--- src/rtl/rr_mux_arb_if.sv ---
// Handshake bundle for rr_mux_arb: NUM_SRC request/grant channels on the
// producer side and a single valid/ready word channel on the sink side.
interface rr_mux_arb_if #(
    parameter int WIDTH   = 32,
    parameter int NUM_SRC = 4,
    parameter int SEL_W   = 2
);
    logic                     mode;
    logic [NUM_SRC-1:0]       src_valid;
    logic [NUM_SRC*WIDTH-1:0] src_data;
    logic [NUM_SRC-1:0]       src_ready;
    logic                     out_valid;
    logic [WIDTH-1:0]         out_data;
    logic [SEL_W-1:0]         out_sel;
    logic                     out_ready;

    modport master (
        output mode, src_valid, src_data, out_ready,
        input  src_ready, out_valid, out_data, out_sel
    );

    modport slave (
        input  mode, src_valid, src_data, out_ready,
        output src_ready, out_valid, out_data, out_sel
    );
endinterface

--- src/rtl/rr_mux_arb.sv ---
// N-way arbitrated selector. One source wins per cycle (round-robin or fixed
// priority) and its word is loaded into a single output pipe register.
module rr_mux_arb #(
    parameter int WIDTH   = 32,
    parameter int NUM_SRC = 4,
    parameter int SEL_W   = 2
) (
    input logic         clk,
    input logic         rst_n,
    rr_mux_arb_if.slave bus
);
    logic [SEL_W-1:0]   rrPtr;
    logic [SEL_W-1:0]   grantIdx;
    logic [NUM_SRC-1:0] grantOneHot;
    logic               anyValid;
    logic               accept;
    logic               xfer;

    // Pointer advances to the source just after the winner, wrapping to 0.
    function automatic logic [SEL_W-1:0] nextPtr(input logic [SEL_W-1:0] g);
        if (g == SEL_W'(NUM_SRC - 1)) return '0;
        return g + SEL_W'(1);
    endfunction

    assign anyValid = |bus.src_valid;
    // Output register can take a new word when empty or when its word leaves now.
    assign accept   = !bus.out_valid || bus.out_ready;
    assign xfer     = accept && anyValid;

    // Winner search: fixed priority scans from 0, round-robin scans from rrPtr with wrap.
    always_comb begin
        logic found;
        int   cand;
        grantIdx = '0;
        found    = 1'b0;
        cand     = 0;
        for (int k = 0; k < NUM_SRC; k++) begin
            if (bus.mode) cand = k;
            else          cand = (int'(rrPtr) + k) % NUM_SRC;
            if (!found && bus.src_valid[cand]) begin
                grantIdx = cand[SEL_W-1:0];
                found    = 1'b1;
            end
        end
    end

    // One-hot grant, suppressed while reset is asserted or when nothing can move.
    always_comb begin
        grantOneHot = '0;
        if (rst_n && xfer) grantOneHot[grantIdx] = 1'b1;
    end

    assign bus.src_ready = grantOneHot;

    // Output pipe register and round-robin pointer; both change only on a transfer or drain.
    always_ff @(posedge clk or negedge rst_n) begin
        if (!rst_n) begin
            bus.out_valid <= 1'b0;
            bus.out_data  <= '0;
            bus.out_sel   <= '0;
            rrPtr         <= '0;
        end else if (xfer) begin
            bus.out_valid <= 1'b1;
            bus.out_data  <= bus.src_data[grantIdx*WIDTH +: WIDTH];
            bus.out_sel   <= grantIdx;
            rrPtr         <= nextPtr(grantIdx);
        end else if (accept) begin
            bus.out_valid <= 1'b0;
        end
    end
endmodule
--- src/flat_wrapper.sv ---
// flat-port wrapper written by rule: the top's interface ports become plain ports
module rr_mux_arb_flat 
#(
    parameter int WIDTH   = 32,
    parameter int NUM_SRC = 4,
    parameter int SEL_W   = 2
)
  (clk, rst_n, bus_mode, bus_src_valid, bus_src_data, bus_out_ready, bus_src_ready, bus_out_valid, bus_out_data, bus_out_sel);
  rr_mux_arb_if #(.WIDTH(WIDTH), .NUM_SRC(NUM_SRC), .SEL_W(SEL_W)) bus_i ();
  input logic clk;
  input logic rst_n;
  input wire logic [$bits(bus_i.mode)-1:0] bus_mode;
  input wire logic [$bits(bus_i.src_valid)-1:0] bus_src_valid;
  input wire logic [$bits(bus_i.src_data)-1:0] bus_src_data;
  input wire logic [$bits(bus_i.out_ready)-1:0] bus_out_ready;
  output wire logic [$bits(bus_i.src_ready)-1:0] bus_src_ready;
  output wire logic [$bits(bus_i.out_valid)-1:0] bus_out_valid;
  output wire logic [$bits(bus_i.out_data)-1:0] bus_out_data;
  output wire logic [$bits(bus_i.out_sel)-1:0] bus_out_sel;
  assign bus_i.mode = bus_mode;
  assign bus_i.src_valid = bus_src_valid;
  assign bus_i.src_data = bus_src_data;
  assign bus_i.out_ready = bus_out_ready;
  assign bus_src_ready = bus_i.src_ready;
  assign bus_out_valid = bus_i.out_valid;
  assign bus_out_data = bus_i.out_data;
  assign bus_out_sel = bus_i.out_sel;
  rr_mux_arb #(.WIDTH(WIDTH), .NUM_SRC(NUM_SRC), .SEL_W(SEL_W)) u_core (.clk(clk), .rst_n(rst_n), .bus(bus_i));
endmodule
--- config.mk ---
export PLATFORM = sky130hd
export DESIGN_NAME = rr_mux_arb_flat
export DESIGN_NICKNAME = d
export VERILOG_FILES = /design/src/rtl/rr_mux_arb_if.sv /design/src/rtl/rr_mux_arb.sv /design/src/flat_wrapper.sv
export SDC_FILE = /design/constraint.sdc
export NUM_CORES = 1
export LEC_CHECK = 0
export CORE_MARGIN = 1.5
export CORE_UTILIZATION = 35
export CTS_CLUSTER_DIAMETER = 200
export CTS_CLUSTER_SIZE = 10
export DETAILED_ROUTE_END_ITERATION = 12
export PLACE_DENSITY = 0.82
export SKIP_CTS_REPAIR_TIMING = 1
export SYNTH_ARGS = -nofsm -noshare
export SYNTH_HDL_FRONTEND = slang
export SYNTH_SLANG_ARGS = --single-unit
--- constraint.sdc ---
create_clock -name clk -period 3.7 [get_ports clk]
set_input_delay 1.11 -clock clk [delete_from_list [all_inputs] [get_ports clk]]
set_output_delay 1.11 -clock clk [all_outputs]
set_load 0.005 [all_outputs]
# After elaboration in Yosys (flattened, before gate mapping)

Cells that the tools add are included.

Flip-flop bits (word level): 37
Bits in latches: 0
Bits in writable memories: 0
Memory bits (read-only): 0
Output and inout bits: 39
Word-level logic and storage cells: 67
Memories kept: 0

Add/subtract/negate cells: 4
Multipliers: 0
Divide/modulo/power cells: 0
Order comparisons: 6
Eq/ne operators: 1
Shift-type cells: 1
Multiplexer cells: 32
Bitwise gates (word level): 3
Reductions and logical operators: 16

Operators with widths:

| operator                                                                            | number |
|---|---|
| 128-bit by 8-bit variable part select with 32-bit output                            | 1 |
| 32-bit by 4-bit less-than comparator with 1-bit output, second input constant       | 3 |
| 32-bit two-way mux                                                                  | 3 |
| 1-bit two-way mux                                                                   | 16 |
| 2-bit two-way mux                                                                   | 7 |
| 1-bit binary-select mux with 2-bit select                                           | 4 |
| 1-bit logical AND                                                                   | 6 |
| 2-bit by 3-bit less-than comparator with 1-bit output, second input constant        | 2 |
| 2-bit OR reduction                                                                  | 3 |
| 2-bit by 1-bit adder with 2-bit output, second input constant                       | 2 |
| 2-bit adder, second input constant                                                  | 2 |
| 1-bit zero test                                                                     | 4 |
| 4-bit two-way mux                                                                   | 1 |
| 4-bit OR reduction                                                                  | 1 |
| 1-bit AND, first input constant                                                     | 3 |
| 1-bit demux with 2-bit select                                                       | 1 |
| 2-bit equality test, second input constant                                          | 1 |
| 2-bit by 1-bit greater-or-equal comparator with 1-bit output, second input constant | 1 |
| 2-bit nonzero test                                                                  | 1 |
| 1-bit logical OR                                                                    | 1 |

# Depth between registers and ports, before layout

Depth in word-level cells: 20
Gate-level depth with buffers: 10
Mapped depth without buffers: 6

# Worst setup path before layout

OpenSTA, ideal clock, no wires.

Kind: input-to-output
From: in bus_src_valid[3]
To: out bus_src_ready[0]
Arrival time: 2.331 ns
Required time: 2.590 ns
Slack: 0.259 ns
Stages on the path: 9
Path buffers: 3
Cells stage by stage: nand2b_4 -> a211o_1 -> a221oi_2 -> a211oi_2 -> buf_6 -> buf_6 -> buf_6 -> inv_1 -> nor2_1

Word-level cells in the longest chain between the ends: 18
Elaborated cells on any way between the ends: 34

Ends and longest elaborated chain:

| item                                                                                                                                                        | line               | source |
|---|---|---|
| from (decl)                                                                                                                                                 | flat_wrapper.sv:13 | `input wire logic [$bits(bus_i.src_valid)-1:0] bus_src_valid;` |
| 1-bit binary-select mux with 2-bit select                                                                                                                   | rr_mux_arb.sv:40   | `if (!found && bus.src_valid[cand]) begin` |
| 1-bit two-way mux (implied by the code) (2 in series)                                                                                                       | rr_mux_arb.sv:40   |  |
| 1-bit two-way mux                                                                                                                                           | rr_mux_arb.sv:40   |  |
| 1-bit zero test                                                                                                                                             | rr_mux_arb.sv:40   |  |
| 1-bit logical AND                                                                                                                                           | rr_mux_arb.sv:40   |  |
| 1-bit two-way mux                                                                                                                                           | rr_mux_arb.sv:40   |  |
| 1-bit zero test                                                                                                                                             | rr_mux_arb.sv:40   |  |
| 1-bit logical AND                                                                                                                                           | rr_mux_arb.sv:40   |  |
| 1-bit two-way mux                                                                                                                                           | rr_mux_arb.sv:40   |  |
| 1-bit zero test                                                                                                                                             | rr_mux_arb.sv:40   |  |
| 1-bit logical AND                                                                                                                                           | rr_mux_arb.sv:40   |  |
| 2-bit two-way mux                                                                                                                                           | rr_mux_arb.sv:40   |  |
| 2-bit by 3-bit less-than comparator with 1-bit output (implied by the code) or 2-bit by 1-bit greater-or-equal comparator with 1-bit output (tied branches) | rr_mux_arb.sv:50   | `if (rst_n && xfer) grantOneHot[grantIdx] = 1'b1;` |
| 1-bit logical AND (implied by the code)                                                                                                                     | rr_mux_arb.sv:50   |  |
| 1-bit two-way mux (implied by the code)                                                                                                                     | rr_mux_arb.sv:50   |  |
| 1-bit demux with 2-bit select                                                                                                                               | --                 |  |
| 4-bit two-way mux *                                                                                                                                         | rr_mux_arb.sv:50   |  |
| to (decl)                                                                                                                                                   | flat_wrapper.sv:16 | `output wire logic [$bits(bus_i.src_ready)-1:0] bus_src_ready;` |

Mark *: on every way between the ends. The rest lies on a longest branch, timed or not. The select of a mux whose other input is x is not followed.

# Worst setup path in the final report

Same ends and word-level chain as after synthesis.

==> results_dict.tcl <==
set metrics [dict create \
    synthCells 239 \
    core_area_um2 6459 \
    clockBufferDepth 2 \
    timing.fmax_mhz 260.4 \
    cts-root-buf "clkbuf_8" \
    postSynthAreaPerCell_um2 9.999 \
    grt_setup_unrepaired "true" \
    place_area_um2 4244 \
    fin_skew_ns 0.005619 \
    hold_class "flop to flop" \
    htreeDepth 2 \
    clock-sinks 37 \
    worst_slew_pin_slew_ns 0.5496 \
    cts.clk_slew.worst_paths_ns 0.07 \
    drtAntennaViolNets 0 \
    clock_latency_ns 0.29 \
    fin_crit_sh_pct 103.8 \
    fp.dieArea_um2 7333 \
    worstSetupEndpointType "output pin" \
    grt_pass1_wl_um 12420 \
    grt_pass1_vias 2596 \
    fin_util_pct 68.29 \
    max_slew_margin_pct 63.36 \
    mostFrequentLayoutCells "165 x clkdlybuf4s50_1, 64 x mux2i_1, 42 x nand2_1" \
    antenna_cells 0 \
    grt_overflow 0 \
    antenna_found_initial 0 \
    setup.worst_path.start_class "input port" \
    top_usage_layer "met2" \
    violations "DRC, setup timing" \
    cp_max_fo 5 \
    layout_commonest_cell "clkdlybuf4s50_1" \
    drtIter0Drc 76 \
    cts_made_buffers 5 \
    worstPathArrival_ns 2.73 \
    synthesis.nets 375 \
    drcViolationCount 5 \
    cts_tree "yes" \
    vdd_drop_max_v 0.0002233 \
    power.density_nw_per_um2 427.0 \
    synth_seq_cells 37 \
    grt.met2_usage_pct 40.59 \
    hold_violations 0 \
    vias_per_cell 5.185 \
    yosysSeqAreaShare_pct 38.74 \
    die_x_um 85.63 \
    syn_to_final_growth_pct 84.55 \
    setup-violations-final 1 \
    setup_ws_ns -0.1405 \
    ys_types 30 \
    slew_viol_final 0 \
    fin_crit_ns 3.841 \
    finalSetupTns_ns -0.1405 \
    synthArstFlopShare_pct 100.0 \
    io_buffer_count 174 \
    start_util_pct 37.00 \
    row_count 29 \
    synth_edf_count 0 \
    hpwl_um 6388 \
    wl_per_cell_um 16.14 \
    p_leak_uw 0.002044 \
    place_congestion 0.8966 \
    track_usage_pct 21.67 \
    vias 2577 \
    final_layout_size_suffix_gt1_share_pct 10.71 \
    drt_wl_total_um 8021 \
    grt_start_max_net_pins 38 \
    yosysWarnings 0 \
    use_met3_pct 5.871 \
    maxCapViolations 0 \
    layout.nets 555 \
    layoutNonFillerInstCount 497 \
    use_met1_pct 24.14 \
    outcome "finished, violations left" \
    fin_area_um2 4410 \
    synth_area_um2 2390 \
    critical_path_class "input port to output pin" \
    drt_pass1_iterations 8 \
    cp.required_ns 2.59 \
    ios 175 \
    die-height_um 85.63 \
    synth_flop_cell "dfrtp_1" \
    placed_cells_incl_taps 488 \
]
metal layers:
layer	wire, µm	vias to the layer above	part of all wire [%]
li1	-	1250	-
met1	2939	1216	37
met2	4346	99	54
met3	610	12	7.6
met4	124	0	1.5
met5	0	-	0
cell type report:
class	count	area, µm²
multi-input cells	176	1384
repair buffers	194	1903
flip-flops and latches	37	925.9
well taps	77	96.34
fillers	518	2048
clock buffers	6	72.57
clock inverters	2	10.01
inverters	5	18.77
cell families (layout without fill, tap and decap cells):
group                  after synthesis  after routing  share of synthesized area (%)
multiplexers                        64             64                          26.81
AO/OA/AOI/OAI                       49             49                          16.91
buffers and inverters               26            207                          6.178
AND/OR/NAND/NOR                     62             62                          11.00
XOR/XNOR                             1              1                         0.3666
flip-flops                          37             37                          38.74
worst max-delay path, stage by stage:
cell and delay, ns:
dlymetal6s2s_1 0.16, nor2b_1 0.15, o211ai_1 0.20, a21oi_2 0.10, a211oi_4 0.32, inv_2 0.08, nor2_1 0.11, clkdlybuf4s50_1 0.50
per-stage QoR:
step	power [µW]	hold slack (ns)	setup slack (ns)
after floorplan	1111	0.4706	0.2585
after global placement	1575	0.4628	-0.5378
after detailed placement	1593	0.4677	-0.5948
after CTS	1867	0.4857	-0.5905
after global routing	2010	0.5075	-0.2259
final	1883	0.4848	-0.1405
Yosys cell counts (2+ instances only):
master     n  share of area (%)
o21ai_0    2               0.42
buf_4      6                1.9
dfrtp_1   37                 39
nor2_1    11                1.7
a21oi_1    4               0.84
buf_2      4               0.84
clkbuf_1   8                1.3
nand3_1    2               0.42
buf_6      3                1.4
nand2_1   42                6.6
inv_1      5               0.79
a21o_1     2               0.63
mux2i_1   64                 27
o221ai_1  33                 12
final timing paths:
kind	start	to	slack (ns)	cells after the start
hold reg to reg	u_core.bus.out_sel[1]	u_core.bus.out_sel[1]	0.48	2
setup / recovery	bus_src_valid[3]	bus_src_ready[0]	-0.14	8
max in group asynchronous	rst_n	u_core.bus.out_data[4]	2.44	2
setup reg to reg	u_core.rrPtr[0]	u_core.bus.out_data[18]	1.06	8
min in group asynchronous	rst_n	u_core.bus.out_data[10]	0.93	2
hold / removal	u_core.bus.out_sel[1]	u_core.bus.out_sel[1]	0.48	2
report_power, final:
part           internal (µW)  switching (µW)
clock                    131             144
combinational            595             396
sequential               526            90.8
total                   1250             631
sequential cells by signal (all words and copies together) (netlist names):
name                  count
u_core.bus.out_valid      1
u_core.bus.out_sel        2
u_core.rrPtr              2
u_core.bus.out_data      32
No activity file was read; power rests on OpenSTA's default activity.
